--- config.mk ---
export PLATFORM = sky130hd
export DESIGN_NAME = onehot_decoder_reg
export DESIGN_NICKNAME = d
export VERILOG_FILES = /design/src/rtl/onehot_decoder_reg.sv
export SDC_FILE = /design/constraint.sdc
export NUM_CORES = 1
export LEC_CHECK = 0
export CORE_MARGIN = 2
export CORE_UTILIZATION = 49
export CTS_CLUSTER_SIZE = 25
export DETAILED_ROUTE_END_ITERATION = 10
export PLACE_DENSITY = 0.82
export SETUP_SLACK_MARGIN = 0.3
export SLEW_MARGIN = 20
export SYNTH_ARGS = -nofsm -noshare
export SYNTH_HDL_FRONTEND = slang
export SYNTH_SLANG_ARGS = --single-unit
--- constraint.sdc ---
create_clock -name clk -period 3.9 [get_ports clk]
set_input_delay 0.975 -clock clk [delete_from_list [all_inputs] [get_ports clk]]
set_output_delay 0.975 -clock clk [all_outputs]
set_load 0.1 [all_outputs]
--- src/rtl/onehot_decoder_reg.sv ---
// Registered binary-to-one-hot decoder with true/complement outputs, a valid/ready input,
// level or fixed-length pulse output, synchronous clear and out-of-range code flagging.
module onehot_decoder_reg #(
  parameter int SEL_W     = 2,
  parameter int OUT_W     = 4,
  parameter int PULSE_LEN = 1
) (
  input  logic             clk,
  input  logic             rst_n,
  input  logic [SEL_W-1:0] code_i,
  input  logic             valid_i,
  output logic             ready_o,
  input  logic             mode_i,
  input  logic             clr_i,
  output logic [OUT_W-1:0] y,
  output logic [OUT_W-1:0] yn,
  output logic             err_o,
  output logic             busy_o
);

  typedef enum logic [1:0] {
    ST_IDLE  = 2'd0,
    ST_HOLD  = 2'd1,
    ST_PULSE = 2'd2
  } state_t;

  localparam int               CNT_W    = 8;
  localparam logic [CNT_W-1:0] CNT_LOAD = CNT_W'(PULSE_LEN - 1);

  state_t           state_r, state_s;
  logic [OUT_W-1:0] y_r, y_s;
  logic             err_r, err_s;
  logic [CNT_W-1:0] cnt_r, cnt_s;
  logic             code_ok_s;
  logic             accept_s;

  // Codes beyond the last output decode to all zeros, so no separate masking is needed.
  function automatic logic [OUT_W-1:0] decode(input logic [SEL_W-1:0] c);
    logic [OUT_W-1:0] d;
    d = '0;
    for (int i = 0; i < OUT_W; i++) begin
      d[i] = (c == SEL_W'(i));
    end
    return d;
  endfunction

  // State, output and pulse-counter registers.
  always_ff @(posedge clk) begin
    if (!rst_n) begin
      state_r <= ST_IDLE;
      y_r     <= '0;
      err_r   <= 1'b0;
      cnt_r   <= '0;
    end else begin
      state_r <= state_s;
      y_r     <= y_s;
      err_r   <= err_s;
      cnt_r   <= cnt_s;
    end
  end

  assign code_ok_s = ({1'b0, code_i} < (SEL_W + 1)'(OUT_W));
  assign accept_s  = valid_i && ready_o && !clr_i;

  // Next-state logic; clear overrides both accepts and the running pulse.
  always_comb begin
    state_s = state_r;
    y_s     = y_r;
    err_s   = err_r;
    cnt_s   = cnt_r;
    if (clr_i) begin
      state_s = ST_IDLE;
      y_s     = '0;
      err_s   = 1'b0;
      cnt_s   = '0;
    end else begin
      case (state_r)
        ST_PULSE: begin
          if (cnt_r == '0) begin
            state_s = ST_IDLE;
            y_s     = '0;
          end else begin
            cnt_s = cnt_r - CNT_W'(1);
          end
        end
        ST_IDLE, ST_HOLD: begin
          if (accept_s && code_ok_s) begin
            y_s   = decode(code_i);
            err_s = 1'b0;
            if (mode_i) begin
              state_s = ST_PULSE;
              cnt_s   = CNT_LOAD;
            end else begin
              state_s = ST_HOLD;
              cnt_s   = '0;
            end
          end else if (accept_s) begin
            state_s = ST_IDLE;
            y_s     = '0;
            err_s   = 1'b1;
            cnt_s   = '0;
          end else begin
            state_s = state_r;
          end
        end
        default: begin
          state_s = ST_IDLE;
          y_s     = '0;
          cnt_s   = '0;
        end
      endcase
    end
  end

  // Output decode; yn comes from the y register so the pair can never disagree.
  always_comb begin
    busy_o  = (state_r == ST_PULSE);
    ready_o = !busy_o;
    y       = y_r;
    yn      = ~y_r;
    err_o   = err_r;
  end

endmodule

==> metrics <==
asr flop ratio synth=0%; H-tree lvl count=1; Slowest cell on crit path=clkdlybuf4s50_1; Initial DRT Pass Iterations=4; final hold violation count=0; drt drc=0; layout cell share with drive strength beyond 1=just over 8%; Layout area overhead=21.76%; Core Box Area=0.001506 mm²; CP peak stage delay=between 1 and 1.5 ns; hold buffers post-CTS=0; total grt overflow=0; Worst Setup End Kind=primary output; sequential fraction of the synthesis area=35.84%; critical path class=register to primary output; DP Cell Count=between 100 and 150; Vias=approximately 730; CTS tree=done; die area=0.001932 mm²; total negative slack=0 ns; Rel. slew slack=35.19%; final net count=120; Place WS=1.217 ns; Placement Cell Area=929.6 µm²; Buffers & Inverters on Critical Path=1; P_leak=0.3409 nW; CP cell instances=nand2b_4, clkdlybuf4s50_1; final WL=1620 µm; Yosys reg bits=14; maximum vdd drop=0.1716 mV; Synth top area share=around 36%; Worst R2R Setup Slack=2.22 ns; largest net degree at the start of global routing=11; cell family with most CP delay=buffers and inverters; Port Buf Inserts=16; max cap viols=0; Post-Syn Area=782.0 µm²; final instance area=roughly 950 µm²; Die W=43.95 µm; vias per cell=5.810; first-pass GRT wire length=2766 µm; crit-path max FO=10; Iter 0 DRT Violations=18; Inserted Diodes=0; synth top area cells=dfxtp_1 (36%), nor2_1 (5.8%), inv_1 (4.8%), a21oi_1 (3.8%), o21ai_0 (3.2%); clock root buffer=clkbuf_4; Worst setup SP type=register; status=finished, final reports clean; total power=0.0002802 W; dpl hpwl=1222 µm; Total GRT Usage=18.77%; Yosys Warn Count=0; main flop type after synthesis=dfxtp_1; via count of the first global-routing pass=711; number of synthesized flops with an enable pin=0; Commonest cells post-synth=dfxtp_1 (14), nor2_1 (12), inv_1 (10), a21oi_1 (6); post_cts resized=0; Mapped Cells=95; fin worst setup slack=0.9095 ns; # rows=14; CTS Buf Count=3; post-route ant nets=0; Syn Area/Cell=8.232 µm²; initial antenna violation count=0; I/O Pins=18; Worst Hold Class=register to register; library cells used by synthesis=39; worst slew pin tran=0.9692 ns; syn_nets=103; RSZ-0062 raised after global routing=no; FMAX=334.4 MHz; Final period util=~77%; count leader, synth=dfxtp_1; Fill cells=139; crit path DAT=2.02 ns; Slew Viols, Final=0; post-DR wirelength/cell=12.86 µm; Final Skew=0.004838 ns; placer congestion estimate=0.8447; Setup Viol. Count Final=0; Synth area leader=dfxtp_1; crit path time final=2.991 ns; fin cells=around 130; WP data required=2.92 ns; Clock Sinks=14; Setup Buffers After CTS=0; Worst-Skew Late Latency=0.27 ns; clock slew at reported path FFs=0.09 ns; CTS max path bufs=2; Power Dens Cells=between 200 and 300 mW/mm²; Initial Utilization=slightly above 50%; DIE HEIGHT=~44 µm
-- sequential cells by signal (all words and copies together), names as in the netlist --
signal and count:
cnt_r 8, state_r 2, y 4
-- worst min-delay path, cell delays in order (launching register included) --
cell and delay [ns]:
dfxtp_1 0.34, nand2_1 0.06, a21oi_1 0.06
-- worst paths after layout --
check             start        to  cells after the start
min            cnt_r[6]  cnt_r[6]                      2
max reg2reg    cnt_r[0]      y[2]                      6
max          state_r[1]   ready_o                      2
min reg2reg    cnt_r[6]  cnt_r[6]                      2
-- report_power, final --
| group | internal, W | switching (W) | total, W | leakage (nW) |
|---|---|---|---|---|
| Sequential | 0.000145 | 0.00000317 | 0.000149 | 0.113 |
| Combinational | 0.0000194 | 0.0000318 | 0.0000512 | 0.214 |
| Clock | 0.0000357 | 0.0000447 | 0.0000804 | 0.0138 |
-- layout by cell type, fill, tap and decap left out, types with 2 or more instances in the layout --
cell type	instances
a21oi_1	6
or3_1	3
clkbuf_4	3
clkdlybuf4s50_1	15
o21ai_0	5
nor3_1	2
nor2_1	12
a22oi_1	3
or4bb_1	2
dfxtp_1	14
nand2_1	5
a31oi_1	3
mux2i_1	2
inv_1	10
-- logic make-up (layout without fill, tap and decap cells) --
group                      after synthesis  after routing  share of synthesized area, %
AOI/OAI and AO/OA                       27             27                         24.16
and+or+nand+nor                         35             35                         26.24
buffers and inverters                   15             30                         9.119
adders and majority gates                1              1                         1.600
DFF                                     14             14                         35.84
muxes                                    2              2                         2.560
other                                    1              1                        0.4795
-- cell type report --
type                    instances  area, µm²  share of cell area [%]
well taps                      16      20.02                   2.102
inverters                      11      41.29                   4.336
clock buffers                   3      22.52                   2.365
multi-input cells              66      430.4                   45.20
flip-flops and latches         14      280.3                   29.43
repair buffers                 16      157.7                   16.56
-- through the flow --
stage | hold WS (ns) | utilization (%)
after global routing | 0.5403 | 63.21
after detailed placement | 0.4887 | 61.71
final | 0.5005 | 63.21
after floorplan | 0.4534 | -
after global placement | 0.4661 | 61.71
after CTS | 0.5011 | 63.21
-- metal layers --
| metal | vias to the layer above | routed length, µm | GRT usage [%] |
|---|---|---|---|
| met4 | 0 | 0 | 8.485 |
| met2 | 29 | 780 | 31.18 |
| met3 | 0 | 94 | 4.167 |
| met5 | - | 0 | 0 |
| li1 | 370 | - | - |
| met1 | 333 | 745 | 22.96 |
Note: power is estimated with default switching activity, not from simulation.
